===== config.mk =====
export PLATFORM = sky130hd
export DESIGN_NAME = count_tick_ctrl_flat
export DESIGN_NICKNAME = d
export VERILOG_FILES = /design/src/rtl/count_tick_ctrl_pkg.sv /design/src/rtl/count_tick_ctrl_if.sv /design/src/rtl/count_tick_ctrl_btn_debounce.sv /design/src/rtl/count_tick_ctrl.sv /design/src/flat_wrapper.sv
export SDC_FILE = /design/constraint.sdc
export NUM_CORES = 1
export LEC_CHECK = 0
export BUFFER_PORTS_ARGS = -buffer_cell sky130_fd_sc_hd__buf_2
export CORE_MARGIN = 3
export CORE_UTILIZATION = 60
export DETAILED_ROUTE_END_ITERATION = 7
export GPL_TIMING_DRIVEN = 1
export PLACE_DENSITY = 0.77
export REMOVE_ABC_BUFFERS = 1
export SLEW_MARGIN = 40
export SYNTH_ARGS = -nofsm -noshare
export SYNTH_HDL_FRONTEND = slang
export SYNTH_SLANG_ARGS = --single-unit

===== constraint.sdc =====
create_clock -name clk -period 2.13 [get_ports clk]
set_input_delay 0.213 -clock clk [delete_from_list [all_inputs] [get_ports clk]]
set_output_delay 0.213 -clock clk [all_outputs]
set_load 0.005 [all_outputs]

===== src/rtl/count_tick_ctrl_pkg.sv =====
// count_tick_ctrl_pkg: shared defaults and direction encoding for the tick controller
package count_tick_ctrl_pkg;
    localparam int TICK_DIV_DEF     = 50_000_000;
    localparam int DEBOUNCE_CYC_DEF = 500_000;
    typedef enum logic {DIR_DOWN = 1'b0, DIR_UP = 1'b1} dir_e;
endpackage


===== src/rtl/count_tick_ctrl_if.sv =====
// count_tick_ctrl_if: raw buttons in, counter control levels/tick out
//  btn_dir/btn_pause/btn_step : raw async pushbuttons, active-high
//  enable                     : one-cycle tick to the digit counter
//  up_down                    : direction level, 1 = up
//  running                    : 1 = free-running, 0 = paused
interface count_tick_ctrl_if;
    logic btn_dir;
    logic btn_pause;
    logic btn_step;
    logic enable;
    logic up_down;
    logic running;
    modport master (output btn_dir, btn_pause, btn_step, input enable, up_down, running);
    modport slave (input btn_dir, btn_pause, btn_step, output enable, up_down, running);
endinterface


===== src/rtl/count_tick_ctrl_btn_debounce.sv =====
// btn_debounce: 2-flop sync, stable-count debounce and registered press pulse for one button
//  clk, rst : clock and synchronous active-high reset
//  btn_raw  : raw asynchronous button level
//  level    : debounced button level
//  press    : one-cycle pulse on each debounced rising edge
module btn_debounce
    import count_tick_ctrl_pkg::*;
#(
    parameter int DEBOUNCE_CYC = DEBOUNCE_CYC_DEF
) (
    input  logic clk,
    input  logic rst,
    input  logic btn_raw,
    output logic level,
    output logic press
);
    localparam int CW = $clog2(DEBOUNCE_CYC);
    logic sync1, sync2, level_q;
    logic [CW-1:0] cnt;
    always_ff @(posedge clk) begin
        if (rst) begin
            sync1   <= 1'b0;
            sync2   <= 1'b0;
            level   <= 1'b0;
            level_q <= 1'b0;
            press   <= 1'b0;
            cnt     <= '0;
        end else begin
            sync1 <= btn_raw;
            sync2 <= sync1;
            // accept the new level only after DEBOUNCE_CYC consecutive mismatching samples
            if (sync2 == level) cnt <= '0;
            else if (cnt == CW'(DEBOUNCE_CYC - 1)) begin
                level <= sync2;
                cnt   <= '0;
            end else cnt <= cnt + 1'b1;
            level_q <= level;
            press   <= level & ~level_q;
        end
    end
endmodule


===== src/rtl/count_tick_ctrl.sv =====
// count_tick_ctrl: button-driven run/pause, single-step and direction control with prescaled enable tick
//  clk, rst : clock and synchronous active-high reset
//  bus      : slave side of count_tick_ctrl_if (raw buttons in; enable/up_down/running out, all registered)
module count_tick_ctrl
    import count_tick_ctrl_pkg::*;
#(
    parameter int TICK_DIV     = TICK_DIV_DEF,
    parameter int DEBOUNCE_CYC = DEBOUNCE_CYC_DEF
) (
    input  logic clk,
    input  logic rst,
    count_tick_ctrl_if.slave bus
);
    localparam int PW = $clog2(TICK_DIV);
    logic dir_press, pause_press, step_press;
    logic enable_q, running_q, terminal, enable_d;
    logic [PW-1:0] pre;
    dir_e dir_q;

    btn_debounce #(.DEBOUNCE_CYC(DEBOUNCE_CYC)) u_dir (
        .clk(clk), .rst(rst), .btn_raw(bus.btn_dir), .level(), .press(dir_press)
    );
    btn_debounce #(.DEBOUNCE_CYC(DEBOUNCE_CYC)) u_pause (
        .clk(clk), .rst(rst), .btn_raw(bus.btn_pause), .level(), .press(pause_press)
    );
    btn_debounce #(.DEBOUNCE_CYC(DEBOUNCE_CYC)) u_step (
        .clk(clk), .rst(rst), .btn_raw(bus.btn_step), .level(), .press(step_press)
    );

    assign terminal = running_q && pre == PW'(TICK_DIV - 1);
    // a step right after a final tick is suppressed so enable never stays high two cycles
    assign enable_d = terminal || (!running_q && step_press && !pause_press && !enable_q);

    always_ff @(posedge clk) begin
        if (rst) begin
            enable_q  <= 1'b0;
            running_q <= 1'b0;
            dir_q     <= DIR_UP;
            pre       <= '0;
        end else begin
            enable_q <= enable_d;
            if (dir_press) dir_q <= dir_e'(~dir_q);
            if (pause_press) running_q <= ~running_q;
            pre <= (!running_q || pause_press || terminal) ? '0 : pre + 1'b1;
        end
    end

    assign bus.enable  = enable_q;
    assign bus.up_down = dir_q;
    assign bus.running = running_q;
endmodule


===== src/flat_wrapper.sv =====
// flat-port wrapper written by rule: the top's interface ports become plain ports
module count_tick_ctrl_flat import count_tick_ctrl_pkg::*;
#(
    parameter int TICK_DIV     = TICK_DIV_DEF,
    parameter int DEBOUNCE_CYC = DEBOUNCE_CYC_DEF
)
  (clk, rst, bus_btn_dir, bus_btn_pause, bus_btn_step, bus_enable, bus_up_down, bus_running);
  count_tick_ctrl_if bus_i ();
  input  logic clk;
  input  logic rst;
  input wire logic [$bits(bus_i.btn_dir)-1:0] bus_btn_dir;
  input wire logic [$bits(bus_i.btn_pause)-1:0] bus_btn_pause;
  input wire logic [$bits(bus_i.btn_step)-1:0] bus_btn_step;
  output wire logic [$bits(bus_i.enable)-1:0] bus_enable;
  output wire logic [$bits(bus_i.up_down)-1:0] bus_up_down;
  output wire logic [$bits(bus_i.running)-1:0] bus_running;
  assign bus_i.btn_dir = bus_btn_dir;
  assign bus_i.btn_pause = bus_btn_pause;
  assign bus_i.btn_step = bus_btn_step;
  assign bus_enable = bus_i.enable;
  assign bus_up_down = bus_i.up_down;
  assign bus_running = bus_i.running;
  count_tick_ctrl #(.TICK_DIV(TICK_DIV), .DEBOUNCE_CYC(DEBOUNCE_CYC)) u_core (.clk(clk), .rst(rst), .bus(bus_i));
endmodule

==> results.tsv, run 1 <==
stage	metric	value	unit
timing	worst_pin_slew	0.551	ns
critical_path	startpoint_type	flip-flop	
yosys	syn_area	0.00442	mm^2
clock_tree	clock-sinks	101	
yosys	synth_edf_count	0	
placed_design	dp_hpwl	5680	um
floorplan	rows	30	
grt	grt_pass1_wl	14600	um
placed_design	dpl_cell_area	0.00461	mm^2
route	wl	8230	um
final_layout	final_util	0.693	
hold_path	min_path_type	input port to flip-flop	
final_layout	syn_to_final_growth	9.34	%
timing	slew_headroom	0.627	
clock_tree	htreeDepth	3	
yosys	yosysSeqAreaShare	0.457	
route	drtAntennaViolNets	0	
yosys	ys_async_sr_fraction	0	
placed_design	place_congestion	0.835	
timing	fin_crit_sh	0.948	
timing	hold_viol	0	
clock_tree	worstSkewPairLatency	0.36	ns
clock_tree	clkTransAtPathRegs	0.11	ns
grt	overflow	0	
clock_tree	cts_tree	yes	
clock_tree	cts_max_path_buffers	2	
placed_design	place_ws	0.109	ns
grt	track_usage	0.206	
route	drc	0	
final_layout	drive_gt1_frac	0.0986	
route	drtIter0Drc	133	
final_layout	antenna_cells	0	
yosys	netlist-cell-type-count	43	
route	wl_per_cell	13.4	um
clock_tree	cts_hold_buf	0	
power_and_ir_drop	p_leak	1.45	nW
yosys	synth.largest_area_cell	dfxtp_1	
run	maxCapViolations	0	
floorplan	die_width	91.9	um
critical_path	cp-end-kind	flip-flop	
final_layout	finalNonFillerCells	613	
floorplan	start_util	0.634	
timing	fin_crit	2.02	ns
timing	clock_skew	0.0125	ns
timing	grt_setup_unrepaired	false	
route	avgViaCountPerCell	5.83	
floorplan	dieArea	0.00844	mm^2
yosys	synthTopCellsByCount	dfxtp_1, nor2_1, nand3_1, nand2_1, xnor2_1	
yosys	synth-seq-cells	101	
grt	antenna_found_initial	0	
route	dr.pass1.iters	4	
final_layout	fin_area	0.00484	mm^2
yosys	synth_cells	495	
yosys	synthMostInstantiatedCell	dfxtp_1	
power_and_ir_drop	vdd_drop_max	0.572	mV
floorplan	io_pins	8	
clock_tree	numCtsBuffers	9	
clock_tree	cts_root_buf	clkbuf_8	
final_layout	layout.nets	521	
yosys	synthFlopType	dfxtp_1	
timing	max_freq	495	MHz
floorplan	fp.dieH	91.9	um
timing	setup_viol	0	
critical_path	crit_type	flip-flop to flip-flop	
timing	finalMaxSlewViolations	0	
floorplan	core-area	0.00698	mm^2
power_and_ir_drop	power_density	640	mW/mm^2
grt	grt_pass1_vias	3395	
placed_design	placedCellCount	594	
placed_design	io_buffers	7	
critical_path	worstPathArrival	2.26	ns
critical_path	crit_fanout	12	
grt	grt_max_degree	20	
timing	fin_ws	0.111	ns
run_status	status	completed	
yosys	ys_top_cells_by_area	dfxtp_1, xnor2_1, xor2_1	
yosys	yosys_warnings	0	
route	vias	3571	
yosys	syn_area_per_cell	8.94	um^2
critical_path	crit_required	2.37	ns
yosys	synth_top_area_share	0.457	
==> through the flow <==
stage	setup TNS, ns	power [mW]	hold slack (ns)
final	0	3.10	0.0471
after detailed placement	0	1.97	0.381
after floorplan	-2.22	1.96	0.282
after global placement	0	1.97	0.370
after global routing	0	3.19	0.0628
after CTS	0	3.12	0.0321
==> worst max-delay path, cell delays in order (launching register included) <==
cell	delay, ns
dfxtp_1	0.37
or4_1	0.55
or4_4	0.55
o21bai_4	0.21
buf_12	0.15
a21oi_1	0.05
==> logic make-up (layout without fill, tap and decap cells) <==
kind of cell	count (synthesis)	in the layout	synth area share
buf+inv	32	54	0.0300
fa+ha+maj	4	4	0.0113
flops	101	101	0.457
compound gates	68	68	0.101
simple gates	238	238	0.298
xor+xnor	52	52	0.103
==> area by class of cell <==
type	instances	area, um^2
Inverter	14	52.6
Multi-Input combinational cell	362	2280
Tap cell	96	120
Fill cell	579	2150
Clock inverter	7	65.1
Sequential cell	101	2020
Timing Repair Buffer	24	175
Clock buffer	9	124
==> per-layer routing <==
layer	track usage	share of wire	vias up
li1	-	-	1817
met1	0.251	0.46	1689
met2	0.357	0.50	53
met3	0.0541	0.031	12
met4	0.0594	0.012	0
met5	0	0	-
==> repair_timing <==
item,in CTS,in global routing
endpoints found under the hold margin,0,0
buffers inserted,0,3
resized for setup,0,0
endpoints found under the setup margin,0,7
==> cell usage in the layout (no fill, tap or decap), types with 2 or more instances in the layout <==
cell          n
ha_1          4
o21ai_0      15
nor4bb_1      3
and4_1        7
nand3_1      31
a21oi_1      19
nand4_1      18
a211oi_1     11
nor3_1       18
dfxtp_1     101
clkinvlp_4    3
nor2_1       50
nor4_1        9
buf_2         7
nor2b_1      12
nand2_1      28
or2_2         3
or4_1        15
nand2b_1      4
o21ba_2       2
nor4b_1       5
inv_8         3
o31ai_1      14
buf_4        16
clkbuf_8      9
or3_1        18
inv_1        14
and2_1        4
and3_1        6
xor2_1       25
xnor2_1      27
==> registers in the layout, summed over array words and instances, names as in the netlist, 19 cells and up <==
| signal | cells |
|---|---|
| u_core.pre | 26 |
| u_core.u_pause.cnt | 19 |
| u_core.u_dir.cnt | 19 |
| u_core.u_step.cnt | 19 |
==> report_power, final <==
group | leakage (nW) | total (mW) | internal (mW) | switching, mW
logic | 0.550 | 0.0350 | 0.0163 | 0.0187
registers | 0.815 | 1.90 | 1.89 | 0.00353
clock network | 0.0878 | 1.16 | 0.453 | 0.710
total | 1.45 | 3.10 | 2.36 | 0.732
==> path summary, 6_finish.rpt <==
kind	startpoint	to	slack, ns	cells after the start
worst max register to register	u_core.u_pause.cnt[9]	u_core.u_pause.cnt[17]	0.11	5
worst min-delay path	bus_btn_step	u_core.u_step.sync1	0.05	2
worst min register to register	u_core.u_dir.level_q	u_core.u_dir.press	0.40	1
worst max-delay path	u_core.u_pause.cnt[9]	u_core.u_pause.cnt[17]	0.11	5
Note: power is estimated with default switching activity, not from simulation.
==> run 2, diff against run 1 <==
CORE_ASPECT_RATIO = 0.5   (was unset)
CORE_MARGIN = 4   (was 3)
==> run 2 against run 1 <==
Compared with the run above:
- power up 15%
- critical path type unchanged
- worst setup slack improved by 0.085 ns
- largest cell class unchanged
- worst hold slack gained 0.031 ns
- highest routed layer unchanged
- clock skew is 0.0062 ns lower
- via count is 3.9% lower
==> results.tsv, run 2 (same netlist as run 1, synthesis figures left out) <==
stage	metric	value	unit
power_and_ir_drop	p_int	2.83	mW
timing	fin_crit	1.93	ns
power_and_ir_drop	seqPwrFrac	0.533	
final_layout	largest_reg_flops	26	
clock_tree	numCtsBuffers	9	
placed_design	dp_hpwl	5430	um
floorplan	start_util	0.640	
clock_tree	cts_root_buf	clkbuf_16	
grt	grt_pass1_vias	2974	
final_layout	fill_cells	558	
critical_path	crit_required	2.35	ns
timing	setup_viol	0	
timing	finalMaxSlewViolations	0	
grt	grt_max_degree	27	
placed_design	io_buffers	7	
critical_path	worstPathArrival	2.16	ns
timing	clock_skew	0.00622	ns
clock_tree	htreeDepth	3	
power_and_ir_drop	p_leak	1.50	nW
critical_path	crit_type	flip-flop to flip-flop	
power_and_ir_drop	clkPwrFrac	0.458	
clock_tree	worstSkewPairLatency	0.34	ns
final_layout	antenna_cells	0	
route	wl_per_cell	13.1	um
final_layout	final_common_cell	dfxtp_1	
timing	fin_crit_sh	0.908	
floorplan	dieArea	0.00889	mm^2
timing	grt_setup_unrepaired	false	
placed_design	dpl_cell_area	0.00461	mm^2
floorplan	die_width	129	um
run	maxCapViolations	0	
clock_tree	clkTransAtPathRegs	0.07	ns
timing	worst_pin_slew	0.605	ns
final_layout	drive_gt1_frac	0.0932	
placed_design	place_congestion	0.834	
route	wl	7930	um
timing	max_freq	517	MHz
critical_path	cpMaxStageDelayCell	or4_1	
route	drc	0	
floorplan	rows	21	
critical_path	critPathMaxStageDelay	0.55	ns
route	dr.pass1.iters	4	
power_and_ir_drop	p_comb_frac	0.009	
final_layout	fin_area	0.00492	mm^2
power_and_ir_drop	power_density	723	mW/mm^2
critical_path	startpoint_type	flip-flop	
final_layout	layout.nets	519	
final_layout	syn_to_final_growth	11.3	%
floorplan	fp.dieH	68.7	um
power_and_ir_drop	switching_share	0.205	
grt	antenna_found_initial	0	
critical_path	cp_cell_sequence	or4_1 > or4_4 > o21bai_4 > buf_12 > a21oi_1	
critical_path	cp-end-kind	flip-flop	
route	drtIter0Drc	175	
critical_path	r2r_end	u_core.u_pause.cnt[17]	
final_layout	largest-register	u_core.pre	
clock_tree	clock-sinks	101	
hold_path	min_from	bus_btn_dir	
grt	grt_pass1_wl	13600	um
hold_path	min_path_cells	2	
critical_path	crit_fanout	17	
timing	slew_headroom	0.591	
final_layout	final_cell_mix	dfxtp_1, nor2_1, nand3_1	
timing	hold_viol	0	
route	vias	3432	
grt	track_usage	0.190	
hold_path	min_path_type	input port to flip-flop	
critical_path	worstRegToRegCells	5	
critical_path	regToRegSetupSlack	0.20	ns
critical_path	r2r_start	u_core.u_pause.cnt[12]	
grt	overflow	0	
power_and_ir_drop	power_switching	731	uW
run_status	status	completed	
route	avgViaCountPerCell	5.65	
power_and_ir_drop	power	3.56	mW
route	drtAntennaViolNets	0	
power_and_ir_drop	vdd_drop_max	0.518	mV
floorplan	core-area	0.00691	mm^2
floorplan	io_pins	8	
hold_path	whs_endpoint	u_core.u_dir.sync1	
clock_tree	cts_tree	yes	
clock_tree	cts_max_path_buffers	2	
## run 2: cell types whose count changed in the layout (fill, tap and decap cells not counted), sizes merged
cell,previous run,this run
buf,24,22
bufinv,0,1
clkbuf,9,10
clkinv,0,1
clkinvlp,3,1
inv,18,17
## run 2: timing repair
item                                   CTS  global route
endpoints found under the hold margin    0             0
resized for setup                        0             0
hold buffers                             0             0
setup endpoints to repair                0             3
setup buffers                            0             1
## run 2: worst max path at each step
stage	from	to	cells past startpoint
6_report	u_core.u_pause.cnt[12]	u_core.u_pause.cnt[17]	5
5_1_grt	u_core.u_pause.cnt[0]	u_core.u_pause.cnt[18]	5
4_1_cts	u_core.u_pause.cnt[12]	u_core.u_pause.cnt[11]	4
3_5_place_dp	u_core.u_pause.cnt[12]	u_core.u_pause.cnt[11]	4
3_3_place_gp	u_core.u_pause.cnt[12]	u_core.u_pause.cnt[10]	4
2_1_floorplan	u_core.pre[2]	u_core.bus.enable	4
## run 2: metal layers
metal / vias to the layer above / part of all wire / track usage
met3: 5 / 0.035 / 0.0631
met1: 1567 / 0.52 / 0.255
met2: 42 / 0.44 / 0.300
met4: 0 / 0.0048 / 0.0440
met5: - / 0 / 0
li1: 1818 / - / -
## run 2: layout make-up
type	instances	area [um^2]	share of cell area
inverters	14	52.6	0.0107
well taps	92	115	0.0234
clock inverters	6	68.8	0.0140
flip-flops and latches	101	2020	0.411
multi-input cells	362	2280	0.462
clock buffers	10	229	0.0465
repair buffers	22	160	0.0325
## run 2: worst max-delay path: cells and delay by family (launching register included)
family	cells	cell delay, ns
AND/OR/NAND/NOR	2	1.10
flip-flops	1	0.34
AO/OA/AOI/OAI	2	0.21
buffers and inverters	1	0.16
## run 2: stage by stage
| stage | utilization | instances | setup TNS [ns] | setup WS (ns) | hold slack (ns) |
|---|---|---|---|---|---|
| finish | 0.713 | 607 | 0 | 0.195 | 0.0780 |
| global route | 0.713 | 607 | 0 | 0.0849 | 0.0800 |
| CTS | 0.710 | 606 | 0 | 0.0788 | 0.0648 |
| detailed placement | 0.667 | 590 | 0 | 0.0854 | 0.376 |
| global placement | 0.667 | 590 | 0 | 0.137 | 0.372 |
| floorplan | - | 477 | -2.22 | -0.175 | 0.282 |
## run 2: power by group through the flow
stage	sequential, mW	combinational (mW)	clock [mW]
after CTS	1.90	0.0313	1.68
final	1.90	0.0329	1.63
after global placement	1.94	0.0303	0
after detailed placement	1.94	0.0310	0
after global routing	1.90	0.0371	1.75
after floorplan	1.94	0.0165	0
==> run 3, diff against run 2 <==
CORE_UTILIZATION = 55   (was 60)
PLACE_DENSITY = 0.71   (was 0.77)
==> run 3 against run 2 <==
Compared with the run above:
- die area grew 8.3%
- critical endpoint is now u_core.u_pause.cnt[10]
- maximum frequency shrank 1.0%
- register-to-register slack lost 0.02 ns
- critical path type unchanged
- worst hold slack lost 0.0054 ns
- sequential power is essentially flat
- power grew 1.2%
- design area grew 0.56%
- cell count grew 2.6%
- critical path depth is the same
==> results.tsv, run 3 (same netlist as run 1, synthesis figures left out) <==
stage	metric	value	unit
route	dr_wl_met2	3530	um
critical_path	cpMaxStageDelayCell	or4_1	
placed_design	io_buffers	7	
run_status	status	completed	
floorplan	dieArea	0.00963	mm^2
placed_design	place_congestion	0.901	
clock_tree	clkTransAtPathRegs	0.07	ns
floorplan	rows	22	
critical_path	cp_top_family	simple AND/OR/NAND/NOR gates	
timing	slew_headroom	0.634	
power_and_ir_drop	power_density	728	mW/mm^2
timing	max_freq	512	MHz
grt	antenna_found_initial	0	
final_layout	largest_reg_flops	26	
critical_path	crit_required	2.37	ns
critical_path	path_buf_inv	1	
final_layout	regArea	0.00202	mm^2
placed_design	dp_hpwl	5440	um
route	drtAntennaViolNets	0	
grt	track_usage	0.177	
final_layout	syn_to_final_growth	12.0	%
critical_path	cp_cell_sequence	or4_1 > or4_4 > o21bai_4 > buf_12 > nor2_1	
placed_design	place_ws	0.0719	ns
critical_path	crit_type	flip-flop to flip-flop	
clock_tree	numCtsBuffers	9	
timing	finalMaxSlewViolations	0	
clock_tree	worstSkewPairLatency	0.34	ns
grt	grt_pass1_vias	3034	
timing	hold_viol	0	
route	wl_per_cell	13.1	um
timing	worst_pin_slew	0.541	ns
final_layout	final_util	0.654	
timing	grt_setup_unrepaired	false	
power_and_ir_drop	vdd_drop_max	0.419	mV
critical_path	startpoint_type	flip-flop	
floorplan	io_pins	8	
final_layout	final_cell_mix	dfxtp_1, nor2_1, nand3_1	
floorplan	start_util	0.584	
critical_path	cp-end-kind	flip-flop	
floorplan	core-area	0.00757	mm^2
route	wl_met1	4250	um
clock_tree	cts_tree	yes	
run	maxCapViolations	0	
route	wl_met3	297	um
critical_path	critPathMaxStageDelay	0.55	ns
power_and_ir_drop	p_leak	1.51	nW
final_layout	drive_gt1_frac	0.0951	
route	drc	0	
timing	setup_viol	0	
floorplan	fp.dieH	71.4	um
route	drtIter0Drc	190	
timing	clock_skew	0.00581	ns
clock_tree	cts_root_buf	clkbuf_16	
critical_path	worstPathArrival	2.20	ns
floorplan	die_width	135	um
route	wl	8160	um
clock_tree	cts_max_path_buffers	2	
final_layout	antenna_cells	0	
route	dr.pass1.iters	7	
final_layout	fill_cells	622	
grt	grt_pass1_wl	14100	um
timing	fin_ws	0.175	ns
grt	grt_max_degree	27	
final_layout	layout.nets	519	
clock_tree	clock-sinks	101	
timing	fin_crit	1.95	ns
final_layout	final_common_cell	dfxtp_1	
final_layout	largest-register	u_core.pre	
critical_path	crit_fanout	17	
route	vias	3468	
timing	fin_crit_sh	0.918	
route	dr.max_layer_used	met4	
route	avgViaCountPerCell	5.57	
clock_tree	htreeDepth	3	
grt	overflow	0	
clock_tree	cts_hold_buf	0	
hold_path	min_path_type	input port to flip-flop	
final_layout	multi_input_area	0.00228	mm^2
==> run 3: worst reg2reg max path, cell delays in order (launching register included) <==
cell and delay (ns):
dfxtp_1 0.34, or4_1 0.55, or4_4 0.55, o21bai_4 0.18, buf_12 0.17, nor2_1 0.06
==> run 3: what timing repair did <==
| action | CTS | global route |
|---|---|---|
| gates resized for setup | 0 | 0 |
| hold endpoints to repair | 0 | 0 |
| setup endpoints to repair | 0 | 3 |
| buffers inserted | 0 | 1 |
==> run 3: stage by stage <==
stage,setup TNS (ns),instances,total power [mW],hold slack [ns],cell area (um^2)
detailed placement,0,606,1.97,0.376,4630
floorplan,-2.22,477,1.96,0.282,4340
global placement,0,606,1.97,0.372,4630
global route,0,623,3.73,0.0634,4950
finish,0,623,3.61,0.0726,4950
CTS,0,622,3.64,0.0615,4930
==> run 3: path summary, 6_finish.rpt <==
check                           slack (ns)                      to  depth (start not counted)                    from
worst max register to register        0.18  u_core.u_pause.cnt[10]                          5  u_core.u_pause.cnt[12]
worst max-delay path                  0.18  u_core.u_pause.cnt[10]                          5  u_core.u_pause.cnt[12]
worst min register to register        0.38    u_core.u_pause.press                          1  u_core.u_pause.level_q
worst min-delay path                  0.07    u_core.u_pause.sync1                          2           bus_btn_pause
==> run 3: report_power, final <==
part           switching, mW  total, mW  leakage [nW]  internal [mW]
sequential           0.00384       1.90         0.815           1.89
clock                  0.746       1.68         0.149          0.930
combinational         0.0183     0.0323         0.543         0.0139
total                  0.768       3.61          1.51           2.84
==> run 3: metal layers <==
metal | GRT usage | vias to the layer above
met4 | 0.0395 | 0
li1 | - | 1816
met5 | 0 | -
met1 | 0.243 | 1599
met2 | 0.270 | 43
met3 | 0.0652 | 10
==> run 3: final cells by class <==
cell class,instances,area share
multi-input cells,362,0.460
flip-flops and latches,101,0.408
clock buffers,9,0.0455
repair buffers,22,0.0323
well taps,108,0.0273
clock inverters,7,0.0162
inverters,14,0.0106
